`config.mk`:
```
export PLATFORM = sky130hd
export DESIGN_NAME = compute_t_flat
export DESIGN_NICKNAME = d
export VERILOG_FILES = /design/src/rtl/compute_t_pkg.sv /design/src/rtl/compute_t_if.sv /design/src/rtl/compute_t_c_coeff_rom.sv /design/src/rtl/compute_t.sv /design/src/flat_wrapper.sv
export SDC_FILE = /design/constraint.sdc
export NUM_CORES = 1
export LEC_CHECK = 0
export CAP_MARGIN = 20
export CORE_UTILIZATION = 55
export CTS_BUF_LIST = sky130_fd_sc_hd__clkbuf_8
export CTS_CLUSTER_DIAMETER = 80
export DETAILED_ROUTE_END_ITERATION = 10
export PLACE_DENSITY = 0.72
export SYNTH_ARGS = -nofsm -noshare
export SYNTH_HDL_FRONTEND = slang
export SYNTH_SLANG_ARGS = --single-unit
export TNS_END_PERCENT = 20
```
`constraint.sdc`:
```
create_clock -name CLOCK_50_I -period 14.5 [get_ports CLOCK_50_I]
set_input_delay 4.35 -clock CLOCK_50_I [delete_from_list [all_inputs] [get_ports CLOCK_50_I]]
set_output_delay 4.35 -clock CLOCK_50_I [all_outputs]
set_load 0.02 [all_outputs]
```
`src/rtl/compute_t_pkg.sv`:
```
// Shared definitions for the IDCT T = S' x C stage: FSM state type,
// memory base addresses, output scaling and the C coefficient magnitudes
// (also used by the later S = C^T x T stage).
package compute_t_pkg;

    typedef enum logic [2:0] {
        S_CT_IDLE      = 3'd0,
        S_CT_LOAD      = 3'd1,
        S_CT_LOAD_LAST = 3'd2,
        S_CT_MAC       = 3'd3,
        S_CT_WRITE     = 3'd4,
        S_CT_DONE      = 3'd5
    } CT_state_type;

    // DPRAM0 word address of S'[0][0] and DPRAM1 word address of T[0][0]
    localparam logic [6:0] SRC_BASE = 7'd64;
    localparam logic [6:0] DST_BASE = 7'd0;

    // Arithmetic right shift applied to each accumulated T value
    localparam int T_SHIFT = 8;

    // Bias added before the shift when round-half-up output is built in
    localparam logic signed [31:0] ROUND_BIAS = 32'sd1 <<< (T_SHIFT - 1);

    // C magnitudes named after the cosine index they scale (C_COS4 is row 0)
    localparam logic signed [15:0] C_COS1 = 16'sd2008;
    localparam logic signed [15:0] C_COS2 = 16'sd1892;
    localparam logic signed [15:0] C_COS3 = 16'sd1702;
    localparam logic signed [15:0] C_COS4 = 16'sd1448;
    localparam logic signed [15:0] C_COS5 = 16'sd1137;
    localparam logic signed [15:0] C_COS6 = 16'sd783;
    localparam logic signed [15:0] C_COS7 = 16'sd399;

endpackage

```
`src/rtl/compute_t_if.sv`:
```
// Handshake and DPRAM bus between the Milestone 2 controller / memories
// (master side) and the compute_t stage (slave side).
interface compute_t_if;
    logic        CT_start;
    logic        CT_done;
    logic [6:0]  CT_read_address;
    logic [31:0] CT_read_data;
    logic [6:0]  CT_write_address;
    logic [31:0] CT_write_data;
    logic        CT_write_enable;

    modport master (
        output CT_start,
        output CT_read_data,
        input  CT_done,
        input  CT_read_address,
        input  CT_write_address,
        input  CT_write_data,
        input  CT_write_enable
    );

    modport slave (
        input  CT_start,
        input  CT_read_data,
        output CT_done,
        output CT_read_address,
        output CT_write_address,
        output CT_write_data,
        output CT_write_enable
    );
endinterface

```
`src/rtl/compute_t_c_coeff_rom.sv`:
```
// Combinational IDCT coefficient lookup {k, col} -> signed C[k][col].
// Only columns 0..3 are tabulated: C[k][7-col] = (-1)^k * C[k][col],
// so columns 4..7 are mirrored and negated for odd k.
import compute_t_pkg::*;

module c_coeff_rom (
    input  logic [2:0]         k,
    input  logic [2:0]         col,
    output logic signed [15:0] coeff
);

    logic [1:0]         idx_s;
    logic               neg_s;
    logic [63:0]        half_row_s;
    logic signed [15:0] mag_s;

    // Fold the column into the tabulated half and pick the row entry
    always_comb begin
        idx_s = col[2] ? ~col[1:0] : col[1:0];
        neg_s = col[2] & k[0];
        // entries packed {col3, col2, col1, col0}
        case (k)
            3'd0:    half_row_s = {C_COS4,    C_COS4,    C_COS4,    C_COS4};
            3'd1:    half_row_s = {C_COS7,    C_COS5,    C_COS3,    C_COS1};
            3'd2:    half_row_s = {(-C_COS2), (-C_COS6), C_COS6,    C_COS2};
            3'd3:    half_row_s = {(-C_COS5), (-C_COS1), (-C_COS7), C_COS3};
            3'd4:    half_row_s = {C_COS4,    (-C_COS4), (-C_COS4), C_COS4};
            3'd5:    half_row_s = {C_COS3,    C_COS7,    (-C_COS1), C_COS5};
            3'd6:    half_row_s = {(-C_COS6), C_COS2,    (-C_COS2), C_COS6};
            3'd7:    half_row_s = {(-C_COS1), C_COS3,    (-C_COS5), C_COS7};
            default: half_row_s = 64'd0;
        endcase
        mag_s = $signed(half_row_s[{idx_s, 4'b0000} +: 16]);
        if (neg_s) begin
            coeff = -mag_s;
        end else begin
            coeff = mag_s;
        end
    end

endmodule

```
`src/rtl/compute_t.sv`:
```
// compute_t: T = S' x C for one 8x8 block.
// Loads one row of S' from DPRAM0 into sreg, then for each column runs an
// 8-step multiply-accumulate against C and writes the scaled result to DPRAM1.
// Optional build macro: CT_ROUND_EN selects round-half-up output scaling
// instead of truncation toward -inf; timing is the same either way.
import compute_t_pkg::*;

module compute_t (
    input  logic        CLOCK_50_I,
    input  logic        Reset,
    compute_t_if.slave  ct
);

    CT_state_type       state_r;
    CT_state_type       state_next_s;
    logic [2:0]         row_r;
    logic [2:0]         col_r;
    logic [2:0]         k_r;
    logic signed [31:0] acc_r;
    logic signed [31:0] sreg_r [0:7];

    logic signed [15:0] coeff_s;
    logic signed [31:0] coeff_ext_s;
    logic signed [31:0] prod_s;
    logic signed [31:0] t_val_s;

    c_coeff_rom u_c_coeff_rom (
        .k     (k_r),
        .col   (col_r),
        .coeff (coeff_s)
    );

    // 32x16 signed product kept to 32 bits; the S' and C ranges cannot overflow it
    assign coeff_ext_s = 32'(coeff_s);
    assign prod_s      = sreg_r[k_r] * coeff_ext_s;

`ifdef CT_ROUND_EN
    assign t_val_s = (acc_r + ROUND_BIAS) >>> T_SHIFT;
`else
    assign t_val_s = acc_r >>> T_SHIFT;
`endif

    // State register
    always_ff @(posedge CLOCK_50_I) begin
        if (Reset) begin
            state_r <= S_CT_IDLE;
        end else begin
            state_r <= state_next_s;
        end
    end

    // Next-state decode
    always_comb begin
        state_next_s = state_r;
        case (state_r)
            S_CT_IDLE: begin
                if (ct.CT_start) begin
                    state_next_s = S_CT_LOAD;
                end else begin
                    state_next_s = S_CT_IDLE;
                end
            end
            S_CT_LOAD: begin
                if (k_r == 3'd7) begin
                    state_next_s = S_CT_LOAD_LAST;
                end else begin
                    state_next_s = S_CT_LOAD;
                end
            end
            S_CT_LOAD_LAST: state_next_s = S_CT_MAC;
            S_CT_MAC: begin
                if (k_r == 3'd7) begin
                    state_next_s = S_CT_WRITE;
                end else begin
                    state_next_s = S_CT_MAC;
                end
            end
            S_CT_WRITE: begin
                if (col_r != 3'd7) begin
                    state_next_s = S_CT_MAC;
                end else if (row_r != 3'd7) begin
                    state_next_s = S_CT_LOAD;
                end else begin
                    state_next_s = S_CT_DONE;
                end
            end
            S_CT_DONE: state_next_s = S_CT_IDLE;
            default:   state_next_s = S_CT_IDLE;
        endcase
    end

    // Output decode from registered state and counters
    always_comb begin
        ct.CT_read_address  = 7'd0;
        ct.CT_write_address = 7'd0;
        ct.CT_write_data    = 32'd0;
        ct.CT_write_enable  = 1'b0;
        ct.CT_done          = 1'b0;
        case (state_r)
            S_CT_LOAD: begin
                ct.CT_read_address = SRC_BASE + 7'({row_r, k_r});
            end
            S_CT_WRITE: begin
                ct.CT_write_enable  = 1'b1;
                ct.CT_write_address = DST_BASE + 7'({row_r, col_r});
                ct.CT_write_data    = t_val_s;
            end
            S_CT_DONE: begin
                ct.CT_done = 1'b1;
            end
            default: begin
                ct.CT_done = 1'b0;
            end
        endcase
    end

    // Counters, row buffer and accumulator
    always_ff @(posedge CLOCK_50_I) begin
        if (Reset) begin
            row_r <= 3'd0;
            col_r <= 3'd0;
            k_r   <= 3'd0;
            acc_r <= 32'sd0;
            for (int i = 0; i < 8; i++) begin
                sreg_r[i] <= 32'sd0;
            end
        end else begin
            case (state_r)
                S_CT_IDLE: begin
                    if (ct.CT_start) begin
                        row_r <= 3'd0;
                        k_r   <= 3'd0;
                    end
                end
                S_CT_LOAD: begin
                    k_r <= k_r + 3'd1;
                    // read data lags the address by one cycle, so it belongs to k-1
                    if (k_r != 3'd0) begin
                        sreg_r[k_r - 3'd1] <= ct.CT_read_data;
                    end
                end
                S_CT_LOAD_LAST: begin
                    sreg_r[7] <= ct.CT_read_data;
                    col_r     <= 3'd0;
                    k_r       <= 3'd0;
                    acc_r     <= 32'sd0;
                end
                S_CT_MAC: begin
                    acc_r <= acc_r + prod_s;
                    k_r   <= k_r + 3'd1;
                end
                S_CT_WRITE: begin
                    acc_r <= 32'sd0;
                    if (col_r != 3'd7) begin
                        col_r <= col_r + 3'd1;
                    end else begin
                        col_r <= 3'd0;
                        k_r   <= 3'd0;
                        if (row_r != 3'd7) begin
                            row_r <= row_r + 3'd1;
                        end
                    end
                end
                default: begin
                    acc_r <= acc_r;
                end
            endcase
        end
    end

endmodule

```
`src/flat_wrapper.sv`:
```
// flat-port wrapper written by rule: the top's interface ports become plain ports
module compute_t_flat 
  (CLOCK_50_I, Reset, ct_CT_start, ct_CT_read_data, ct_CT_done, ct_CT_read_address, ct_CT_write_address, ct_CT_write_data, ct_CT_write_enable);
  compute_t_if ct_i ();
  input  logic CLOCK_50_I;
  input  logic Reset;
  input wire logic [$bits(ct_i.CT_start)-1:0] ct_CT_start;
  input wire logic [$bits(ct_i.CT_read_data)-1:0] ct_CT_read_data;
  output wire logic [$bits(ct_i.CT_done)-1:0] ct_CT_done;
  output wire logic [$bits(ct_i.CT_read_address)-1:0] ct_CT_read_address;
  output wire logic [$bits(ct_i.CT_write_address)-1:0] ct_CT_write_address;
  output wire logic [$bits(ct_i.CT_write_data)-1:0] ct_CT_write_data;
  output wire logic [$bits(ct_i.CT_write_enable)-1:0] ct_CT_write_enable;
  assign ct_i.CT_start = ct_CT_start;
  assign ct_i.CT_read_data = ct_CT_read_data;
  assign ct_CT_done = ct_i.CT_done;
  assign ct_CT_read_address = ct_i.CT_read_address;
  assign ct_CT_write_address = ct_i.CT_write_address;
  assign ct_CT_write_data = ct_i.CT_write_data;
  assign ct_CT_write_enable = ct_i.CT_write_enable;
  compute_t u_core (.CLOCK_50_I(CLOCK_50_I), .Reset(Reset), .ct(ct_i));
endmodule
```
**After elaboration in Yosys (flattened, before gate mapping)**

Memory sizes are Yosys's and may differ from the RTL's. A register that Yosys moved wholly into a read port is not among the register bits.
Cells that the tools add are included.

- Bits in registers: 44
- Memory bits (writable): 256
- Memory bits (read-only): 472
- Input bits: 35
- Output and inout port bits: 48
- Logic and storage cells: 80
- Memories: 2

Memory list:

| memory | words | width | rd ports | clocked after Yosys merged registers in | wr ports | RTL line | text |
|---|---|---|---|---|---|---|---|
| (name not given) | 8 | 59 | 1 | 1 | 0 | compute_t_c_coeff_rom.sv:22 | `case (k)` |
| u_core.sreg_r | 8 | 32 | 1 | 1 | 8 | compute_t.sv:20 | `logic signed [31:0] sreg_r [0:7];` |

- $add $sub $neg: 7
- Multiply operators: 1
- Equal/unequal tests: 11
- Shifts and indexed selects: 1
- Multiplexer cells: 39
- Bitwise operators: 3
- Reduce and logical (&&, ||, !) cells: 11

Operator list:

| operator | count |
|---|---|
| $mux 32 | 3 |
| $pmux 32 s2 | 1 |
| $shiftx 64x7->16 | 1 |
| $mux 3 | 13 |
| $add 32x32->32 | 1 |
| $mul 32x16->32 | 1 |
| $reduce_or 32->1 | 1 |
| $mux 16 | 1 |
| $neg 16->16 | 1 |
| $pmux 3 s5 | 1 |
| $mux 1 | 13 |
| $pmux 3 s2 | 2 |
| $pmux 3 s4 | 1 |
| $add 3x1->3 const B | 3 |
| $eq 3x3->1 const B | 3 |
| $add 7x6->7 const A | 1 |
| $mux 7 | 1 |
| $eq 3x2->1 const B | 2 |
| $mux 6 | 1 |
| $ne 3x3->1 const B | 2 |
| $reduce_bool 2->1 | 3 |
| $mux 2 | 2 |
| $ne 2x2->1 const B | 2 |
| $reduce_and 4->1 | 1 |
| other kinds (11) | 12 |

**Logic depth before layout (Yosys ltp)**

Gate-level depths: netlist of the first run.

- Depth after elaboration: 8
- Depth in mapped cells: 35
- Mapped depth without buffers: 31

**Cells and area by module**

From an unflattened synthesis of the first run, not the netlist that was laid out.

- Cells, all modules: 2599
- Area total of the unflattened synthesis: 28005.6 um^2

Modules (own cells, without submodules):

| module | instances | cells an instance | area each (um^2) | sequential area each (um^2) |
|---|---|---|---|---|
| compute_t | 1 | 2379 | 26377.8 | 8628.3 |
| c_coeff_rom | 1 | 220 | 1627.8 | 0.0 |

**Worst setup path after synthesis of the first run**

Ideal clock, no wire load.

- Kind: reg-to-reg
- Start point: register u_core.col_r[2]
- End point: register u_core.acc_r[31]
- Library setup time: 0.117 ns
- Arrival: 8.176 ns
- Required time: 14.383 ns
- Setup slack: 6.207 ns
- Stages on the path, launching flop included: 34
- Path buffers: 4
- Clock period less this slack: 8.293 ns
- Cell sequence: dfxtp_1 > buf_4 > xnor2_2 > buf_2 > mux2i_1 > mux2_2 > clkbuf_1 > ha_1 > nor2b_1 > a31oi_4 > xor2_4 > clkbuf_1 > nand2_1 > fa_1 > inv_1 > fa_1 > fa_1 > fa_1 > fa_1 > inv_1 > fa_1 > inv_1 > ha_1 > a21o_1 > a21o_1 > a221o_1 > a21oi_1 > o21ai_0 > a41oi_1 > a21oi_1 > o21a_1 > nor2_1 > xnor2_1 > a22o_1

- Word-level cells in the longest chain between the ends: 7
- Elaborated cells on any way between the ends: 8
- Those cells by class: 2 x add/sub; 1 x mul; 1 x shift; 3 x mux; 1 x bitwise

Ends and longest elaborated chain:

| element | RTL line | text |
|---|---|---|
| from (decl) | compute_t.sv:17 | `logic [2:0] col_r;` |
| from (signal assigned) | compute_t.sv:155 | `col_r <= col_r + 3'd1;` |
| $mux 2 | compute_t_c_coeff_rom.sv:19 | `idx_s = col[2] ? ~col[1:0] : col[1:0];` |
| $shiftx 64x7->16 | compute_t_c_coeff_rom.sv:33 | `mag_s = $signed(half_row_s[{idx_s, 4'b0000} +: 16]);` |
| $neg 16->16 | compute_t_c_coeff_rom.sv:35 | `coeff = -mag_s;` |
| $mux 16 (*) | compute_t_c_coeff_rom.sv:34 | `if (neg_s) begin` |
| $mul 32x16->32 (*) | compute_t.sv:35 | `assign prod_s = sreg_r[k_r] * coeff_ext_s;` |
| $add 32x32->32 (*) | compute_t.sv:149 | `acc_r <= acc_r + prod_s;` |
| $pmux 32 s2 (*) | compute_t.sv:128 | `case (state_r)` |
| to (signal assigned) | compute_t.sv:149 |  |
| to (signal assigned) | compute_t.sv:165 | `acc_r <= acc_r;` |
| to (decl) | compute_t.sv:19 | `logic signed [31:0] acc_r;` |

Every way passes the cells marked *; elsewhere a longest branch is shown, timed or not.
A chain may end at the register's enable or synchronous reset.

**Worst setup path after layout of the first run**

Ends and elaborated chain as after synthesis.

==> results.yml, run 1 <==
synthesis:
  synth_top_flop_cell: "edfxtp_1"
  mapped_area_sq_mm: 0.02829
  synth-seq-area-share_pct: 33.55
  portion_of_synthesized_cell_area_occupied_by_the_leading_cell_type_pct: 27.18
  synth_edf_count: 256
  async_reset_ff_share_pct: 0
  synthesis.instances: 2612
  synthesis.yosys.warnings: 0
  synth_seq_cells: 346
  avg_inst_size_synth_sq_um: 10.83
  post_synth_main_area_contributors: "edfxtp_1 27%, fa_1 24%, and2_1 7.2%, dfxtp_1 6.4%, inv_1 6.4%"
  synth.net_count: 3095
  synthDominantAreaCellType: "edfxtp_1"
  yosys.cell_types.count: 71
cts:
  cts_sinks: 346
  clkLatencyLatePin_ns: 0.66
  post_cts.resized_instances: 0
  clock_buffers_created_by_tritoncts: 57
  clkTransAtPathRegs_ns: 0.06
  cts_tree: "built"
  htree_levels: 2
  hold_buf_cts: 0
  cts_post_setup_buffers_inserted: 0
  cell_at_the_root_of_the_clock_tree: "clkbuf_8"
  clock_path_buffers: 3
detailed_routing:
  via_per_inst: 5.510
  detailedRoute.firstPassIterationCount: 5
  remaining_drc_errors: 0
  initialDrtViolationCount: 1307
  detail_route.wirelength_microns: 68300
  detail_route.wl_per_cell_microns: 20.27
  route.antenna.remaining_nets: 0
  detailroute.via_count: 18569
floorplan:
  die_height_microns: 228.8
  boundaryPins: 83
  initial_core_util_pct: 56.04
  fp.dieW_microns: 228.8
  std_cell_rows: 82
  core_region_area_sq_mm: 0.05048
  area_of_the_die_sq_mm: 0.05234
setup_path:
  crit_path_start_kind: "flop"
  timing.critical_path.required_ns: 15.06
  cp.arrival_ns: 10.10
  r2r_start: "u_core.col_r[2]"
  stage_delay_of_the_slowest_cell_on_the_critical_path_ns: 0.80
  worst-setup-path-type: "flop to flop"
  worst_r2r_endpoint: "u_core.acc_r[31]"
  critical-path-top-cell-by-count: "fa_1"
  cp_max_fo: 33
  critPathLaunch: "u_core.col_r[2]"
  setup_crit_end_kind: "flop"
  cp_slowest_cell: "xnor2_2"
  r2r_setup_slack_ns: 4.96
  ff2ff_path_depth: 31
layout:
  area_delta_synth_final_pct: 8.732
  final_layout_size_suffix_gt1_share_pct: 9.377
  final_nets: 3135
  antenna-diode-count: 0
  utilization_after_layout_pct: 60.93
  stdcell_count: 3370
global_routing:
  grt_pass1_vias: 19921
  grt_use_total_pct: 26.87
  grt_first_pass_wirelength_microns: 108200
  grt_start_max_net_pins: 65
  grt-ovfl-total: 0
  antenna_found_initial: 4
hold_path:
  min-delay-path-class: "flop to flop"
  min_to: "u_core.acc_r[0]"
  worst_hold_path.num_cells: 2
  hp-start: "u_core.acc_r[0]"
status:
  run_status: "completed"
power_and_ir_drop:
  power.total_mw: 4.351
  ir_worst_vdd_mv: 0.1186
  power.static_leakage_nw: 13.80
  power.density_cell_area_mw_per_mm2: 141.5
place:
  port-buffer-count: 81
  place_hpwl_microns: 48080
  placed_cells_incl_taps: 3265
  finalWeightedCongestion: 0.9396
timing:
  maxSlewViolCount: 0
  worst-slew-pin-transition_ns: 1.089
  rsz0062_at_grt: "no"
  skew_ns: 0.03664
  setup_viol: 0
  setup-tns-final_ns: 0
  final-hold-violation-count: 0
  achievable-frequency_mhz: 104.8
  maxSlewHeadroom_pct: 27.30
  min_period_ns: 9.543
  final.period_utilization_pct: 65.81
run:
  cap_viol_max_count: 0
## synth_stat cells, drive strengths merged, types with 5 or more instances
cell type  number
nor2b          59
or2             8
mux2           29
nor2          116
xnor2          49
o21bai          5
clkbuf        102
inv           481
o21a            7
a21oi          58
fa            334
ha            114
mux4           76
a31oi           7
nand2         289
dfxtp          90
buf            25
nand2b         10
and2          327
xor2           18
a22oi          13
nor3b           6
a21o           15
nor3           10
edfxtp        256
mux2i          21
o21ai          17
nand3          25
## layout by cell type (no fill, tap or decap), drive strengths merged, types with 29 or more instances in the layout
| cell type | Yosys | layout |
|---|---|---|
| dfxtp | 90 | 90 |
| a21oi | 58 | 58 |
| nand2 | 289 | 289 |
| fa | 334 | 334 |
| clkbuf | 102 | 61 |
| clkdlybuf4s50 | 0 | 80 |
| mux4 | 76 | 76 |
| ha | 114 | 114 |
| nor2 | 116 | 116 |
| nor2b | 59 | 59 |
| inv | 481 | 502 |
| edfxtp | 256 | 256 |
| and2 | 327 | 327 |
| xnor2 | 49 | 49 |
| mux2 | 29 | 29 |
## critical path: cells and delay by family, from the launching register on
family / cells / cell delay, ns
and+or+nand+nor: 3 / 0.36
buffers and inverters: 6 / 0.65
muxes: 2 / 1.02
DFF: 1 / 0.45
adders and majority gates: 8 / 3.72
AOI/OAI and AO/OA: 9 / 1.75
xor gates and xnor gates: 3 / 1.48
## where the power goes
part           total [mW]  switching [mW]  internal, mW  leakage [nW]
Sequential           1.11          0.0170          1.10          3.37
Clock               0.805           0.413         0.392         0.613
Combinational        2.43            1.39          1.04          9.82
Total                4.35            1.82          2.53          13.8
## sequential cells by signal, summed over array words and instances (netlist names), named ones only
register / flops
u_core.state_r: 3
u_core.k_r: 3
u_core.u_c_coeff_rom.half_row_s: 44
u_core.row_r: 3
u_core.sreg_r: 256
u_core.col_r: 3
u_core.acc_r: 32
## cell type report
class | instances | area [sq um]
Inverter | 481 | 1805
Timing Repair Buffer | 108 | 1008
Tap cell | 672 | 840.8
Clock inverter | 44 | 211.5
Multi-Input combinational cell | 1658 | 16550
Fill cell | 4166 | 19720
Clock buffer | 61 | 839.6
Sequential cell | 346 | 9495
## kinds of logic (layout without fill, tap and decap cells)
| kind of cell | Yosys count | count (layout) | share of synthesized area (%) |
|---|---|---|---|
| adders and majority gates | 448 | 448 | 28.68 |
| AOI/OAI and AO/OA | 147 | 147 | 3.464 |
| DFF | 346 | 346 | 33.55 |
| xor gates and xnor gates | 69 | 69 | 2.499 |
| muxes | 126 | 126 | 7.949 |
| buffers and inverters | 608 | 694 | 8.285 |
| other | 1 | 1 | 0.01326 |
| and+or+nand+nor | 867 | 867 | 15.56 |
## metrics by stage
| step | hold slack [ns] | setup slack, ns | area (sq um) |
|---|---|---|---|
| after floorplan | 0.4447 | 6.207 | 28290 |
| after global placement | 0.4584 | 5.233 | 29700 |
| after detailed placement | 0.4671 | 5.071 | 29700 |
| after CTS | 0.4745 | 5.054 | 30760 |
| after global routing | 0.4943 | 4.376 | 30760 |
| final | 0.4739 | 4.957 | 30760 |
## routing by layer
layer	wire [microns]	GRT usage, %
met5	46	0
met1	27520	34.64
met4	2004	9.479
met2	33090	45.32
met3	5633	5.339
## how the worst max path moves through the flow
| stage | end | slack [ns] | cells after the start |
|---|---|---|---|
| after global placement | u_core.acc_r[31] | 5.23 | 31 |
| after detailed placement | u_core.acc_r[31] | 5.07 | 31 |
| after floorplan | u_core.acc_r[31] | 6.21 | 33 |
| after global routing | u_core.acc_r[31] | 4.38 | 30 |
| after CTS | u_core.acc_r[31] | 5.05 | 31 |
| final | u_core.acc_r[31] | 4.96 | 31 |
(Power assumes the default switching activity.)
==> inputs of run 2 (changes only) <==
==> constraint.sdc (replaced) <==
create_clock -name CLOCK_50_I -period 9.2 [get_ports CLOCK_50_I]
set_input_delay 2.76 -clock CLOCK_50_I [delete_from_list [all_inputs] [get_ports CLOCK_50_I]]
set_output_delay 2.76 -clock CLOCK_50_I [all_outputs]
set_load 0.02 [all_outputs]
==> results.yml, run 2 (synthesized netlist as in run 1, its figures left out) <==
status:
  run_status: "completed"
timing:
  post-route-worst-setup-slack_ns: 0.4822
  final.period_utilization_pct: 94.76
  setup_viol: 0
  setup-tns-final_ns: 0
  maxSlewViolCount: 0
  rsz0062_at_grt: "no"
  achievable-frequency_mhz: 114.7
  min_period_ns: 8.718
  final-hold-violation-count: 0
  skew_ns: 0.03241
  maxSlewHeadroom_pct: 25.96
  fin_worst_hold_slack_ns: 0.4782
  worst-slew-pin-transition_ns: 1.107
place:
  port-buffer-count: 81
  place_hpwl_microns: 48850
  placed_cells_incl_taps: 3277
  instance_area_at_placement_sq_mm: 0.02979
  finalWeightedCongestion: 0.9541
  detailedPlace.worstSlack_ns: 0.5640
setup_path:
  cp_max_fo: 17
  stage_delay_of_the_slowest_cell_on_the_critical_path_ns: 0.62
  worst-setup-path-type: "flop to flop"
  crit_path_start_kind: "flop"
  cp_slowest_cell: "mux4_2"
  setup_crit_end_kind: "flop"
  timing.critical_path.required_ns: 9.76
  cp.arrival_ns: 9.28
  critical-path-top-cell-by-count: "fa_1"
detailed_routing:
  remaining_drc_errors: 0
  route.antenna.remaining_nets: 0
  initialDrtViolationCount: 1292
  detail_route.wirelength_microns: 69160
  via_per_inst: 5.530
  detail_route.wl_per_cell_microns: 20.46
  detailedRoute.firstPassIterationCount: 5
  detailroute.via_count: 18698
layout:
  largest_reg_flops: 256
  final_layout_size_suffix_gt1_share_pct: 9.974
  registers.top_by_ff_count: "u_core.sreg_r"
  area_delta_synth_final_pct: 9.528
  final_common_cell: "inv_1"
  utilization_after_layout_pct: 61.37
  final_nets: 3147
  design_area_sq_mm: 0.03098
  highest_count_cells_in_the_layout_ignoring_fill_and_taps: "494 x inv_1, 334 x fa_1, 327 x and2_1"
  stdcell_count: 3381
global_routing:
  grt-ovfl-total: 0
  grt_use_total_pct: 27.51
  grt_first_pass_wirelength_microns: 111000
  grt_pass1_vias: 20238
  antenna_found_initial: 3
  grt_start_max_net_pins: 43
cts:
  hold_buf_cts: 0
  cts_tree: "built"
  clock_path_buffers: 3
  cts_post_setup_buffers_inserted: 0
  cts_sinks: 346
  clkTransAtPathRegs_ns: 0.06
  post_cts.resized_instances: 0
  clkLatencyLatePin_ns: 0.68
  htree_levels: 2
  clock_buffers_created_by_tritoncts: 57
  cell_at_the_root_of_the_clock_tree: "clkbuf_8"
floorplan:
  die_height_microns: 228.8
  core_region_area_sq_mm: 0.05048
  fp.dieW_microns: 228.8
  area_of_the_die_sq_mm: 0.05234
  std_cell_rows: 82
  initial_core_util_pct: 56.04
  boundaryPins: 83
hold_path:
  min-delay-path-class: "flop to flop"
power_and_ir_drop:
  power.density_cell_area_mw_per_mm2: 228.4
  ir_worst_vdd_mv: 0.1757
  power.total_mw: 7.076
  power.static_leakage_nw: 13.90
run:
  cap_viol_max_count: 0
-- run 2: cell count changes in the layout (fill, tap and decap cells not counted), sizes merged --
| cell | previous run | this run |
|---|---|---|
| buf | 28 | 40 |
| clkinv | 21 | 16 |
| inv | 502 | 497 |
| bufinv | 0 | 4 |
| clkbuf | 61 | 64 |
| diode | 0 | 2 |
-- run 2: path summary, 6_finish.rpt --
check,startpoint,slack [ns],endpoint,cells after the start
setup / recovery,u_core.col_r[2],0.48,u_core.acc_r[31],28
hold reg to reg,u_core.acc_r[1],0.48,u_core.acc_r[1],2
setup reg to reg,u_core.col_r[2],0.48,u_core.acc_r[31],28
hold / removal,u_core.acc_r[1],0.48,u_core.acc_r[1],2
-- run 2: power by group --
part | leakage [nW] | switching, mW | total, mW | internal, mW
logic | 9.87 | 2.25 | 3.90 | 1.64
clock network | 0.657 | 0.665 | 1.42 | 0.756
registers | 3.37 | 0.0258 | 1.76 | 1.73
total | 13.9 | 2.94 | 7.08 | 4.13
-- run 2: critical path, delay by kind of cell (launching register included) --
kind	cells	cell delay, ns
muxes	1	0.62
AOI/OAI and AO/OA	8	2.08
DFF	1	0.39
and+or+nand+nor	5	0.95
xor gates and xnor gates	3	0.78
buffers and inverters	4	0.46
adders and majority gates	7	3.30
-- run 2: metal layers --
layer  vias to the layer above  global-route usage [%]  routed length [microns]
met4                         4                   9.271                     2141
met5                         -                       0                       27
met2                       738                   46.61                    33690
li1                       8310                       -                        -
met3                       159                   5.027                     5717
met1                      9487                   35.73                    27590
-- run 2: final cells by class --
| type | instances | area (sq um) |
|---|---|---|
| well taps | 672 | 840.8 |
| multi-input cells | 1658 | 16550 |
| fillers | 4103 | 19500 |
| inverters | 481 | 1805 |
| flip-flops and latches | 346 | 9495 |
| clock inverters | 38 | 300.3 |
| repair buffers | 120 | 1099 |
| diodes | 2 | 5.005 |
| clock buffers | 64 | 880.8 |
==> inputs of run 3 (changes only) <==
--- a/config.mk
+++ b/config.mk
@@ -6,6 +6,7 @@
 export NUM_CORES = 1
 export LEC_CHECK = 0
 export CAP_MARGIN = 20
+export CORE_ASPECT_RATIO = 0.5
 export CORE_UTILIZATION = 55
 export CTS_BUF_LIST = sky130_fd_sc_hd__clkbuf_8
 export CTS_CLUSTER_DIAMETER = 80
==> results.yml, run 3 (synthesized netlist as in run 1, its figures left out) <==
run:
  cap_viol_max_count: 0
layout:
  final_common_cell: "inv_1"
  area_delta_synth_final_pct: 9.966
  final_nets: 3161
  n_fill_cell: 4112
  stdcell_count: 3409
  register_area_sq_mm: 0.009495
  final_layout_size_suffix_gt1_share_pct: 10.31
  largest_reg_flops: 256
  highest_count_cells_in_the_layout_ignoring_fill_and_taps: "494 x inv_1, 334 x fa_1, 327 x and2_1"
  registers.top_by_ff_count: "u_core.sreg_r"
  multi_input_comb_area_sq_mm: 0.01660
timing:
  worst-slew-pin-transition_ns: 1.103
  final-hold-violation-count: 0
  post-route-worst-setup-slack_ns: 0.4407
  setup-tns-final_ns: 0
  min_period_ns: 8.759
  skew_ns: 0.06120
  setup_viol: 0
  maxSlewViolCount: 0
  final.period_utilization_pct: 95.21
  maxSlewHeadroom_pct: 26.49
  rsz0062_at_grt: "no"
  fin_worst_hold_slack_ns: 0.4785
  achievable-frequency_mhz: 114.2
cts:
  hold_buf_cts: 0
  cts_sinks: 346
  clock_path_buffers: 3
  cell_at_the_root_of_the_clock_tree: "clkbuf_8"
  clock_buffers_created_by_tritoncts: 52
  clkLatencyLatePin_ns: 0.67
  cts_tree: "built"
  clkTransAtPathRegs_ns: 0.07
  htree_levels: 2
power_and_ir_drop:
  power.static_leakage_nw: 13.94
  power.density_cell_area_mw_per_mm2: 225.2
  combPwrFrac_pct: 56.4
  swShare_pct: 42.64
  ir_worst_vdd_mv: 0.1947
  pwr-share-clk_pct: 18.6
  p_switching_mw: 2.987
  cellInternalPower_mw: 4.018
  power.share.sequential_pct: 25.0
detailed_routing:
  detailedRoute.firstPassIterationCount: 5
  via_per_inst: 5.463
  detail_route.wirelength_microns: 70170
  detailroute.via_count: 18624
  drt-met1-wl_microns: 31210
  remaining_drc_errors: 0
  route.antenna.remaining_nets: 0
  detail_route.wl_per_cell_microns: 20.58
  total_met2_wirelength_after_detailed_routing_microns: 32480
  routed.top_layer: "met5"
  met3_length_microns: 4893
  initialDrtViolationCount: 1604
setup_path:
  cp_slowest_cell: "xnor2_2"
  stage_delay_of_the_slowest_cell_on_the_critical_path_ns: 0.71
  timing.critical_path.required_ns: 9.75
  cp.arrival_ns: 9.31
  path_depth: 30
  cp_max_fo: 12
  critPathBufInv: 7
  ff2ff_path_depth: 30
  r2r_setup_slack_ns: 0.44
  worst-setup-path-type: "flop to flop"
  crit_path_start_kind: "flop"
  setup_crit_end_kind: "flop"
  cp_top_family: "adder cells"
global_routing:
  grt_use_total_pct: 27.88
  grt-ovfl-total: 0
  grt_pass1_vias: 19354
  grt_start_max_net_pins: 65
  grt_first_pass_wirelength_microns: 110600
  antenna_found_initial: 3
place:
  finalWeightedCongestion: 0.9021
  place_hpwl_microns: 48670
  port-buffer-count: 81
  detailedPlace.worstSlack_ns: 0.1400
  placed_cells_incl_taps: 3308
floorplan:
  initial_core_util_pct: 56.00
  die_height_microns: 162.4
  core_region_area_sq_mm: 0.05051
  area_of_the_die_sq_mm: 0.05239
  fp.dieW_microns: 322.7
  boundaryPins: 83
  std_cell_rows: 58
hold_path:
  min-delay-path-class: "flop to flop"
  worst_hold_path.num_cells: 2
status:
  run_status: "completed"
run 3: routing by layer:
layer	up-vias	global-route usage (%)
met5	-	0
met2	620	44.91
met3	91	4.278
met1	9548	40.05
li1	8363	-
met4	2	6.764
run 3: path summary, 6_finish.rpt:
path,startpoint,endpoint
hold reg to reg,u_core.acc_r[4],u_core.acc_r[4]
setup reg to reg,u_core.col_r[2],u_core.acc_r[31]
setup / recovery,u_core.col_r[2],u_core.acc_r[31]
hold / removal,u_core.acc_r[4],u_core.acc_r[4]
run 3: area by class of cell:
class / instances / share of cell area, %
tap: 690 / 2.776
multi-input combinational: 1658 / 53.37
timing repair buffer: 139 / 4.191
inverter: 481 / 5.805
clock inverter: 40 / 0.9694
clock buffer: 53 / 2.345
antenna: 2 / 0.01609
sequential: 346 / 30.53
run 3: timing repair:
item                       in CTS  in global routing
resized for setup               0                  8
setup endpoints to repair       0                  5
setup buffers                   0                  6
run 3: worst min-delay path: stages, from the launching register on:
cell and delay (ns):
dfxtp_1 0.31, nand3_1 0.06, a21oi_1 0.06
run 3: power groups by stage:
stage,sequential [mW],clock [mW],combinational (mW)
after global routing,1.76,1.39,4.46
after global placement,1.78,0,3.82
after detailed placement,1.79,0,3.91
final,1.75,1.30,3.95
after CTS,1.75,1.32,3.93
after floorplan,1.77,0,2.96
run 3: stage by stage:
step / total power, mW / cell area, sq um / utilization (%)
3_5_place_dp: 5.696 / 29960 / 59.31
4_1_cts: 7.004 / 30990 / 61.35
6_report: 7.005 / 31100 / 61.58
3_3_place_gp: 5.600 / 29960 / 59.31
5_1_grt: 7.611 / 31100 / 61.58
2_1_floorplan: 4.735 / 28290 / -
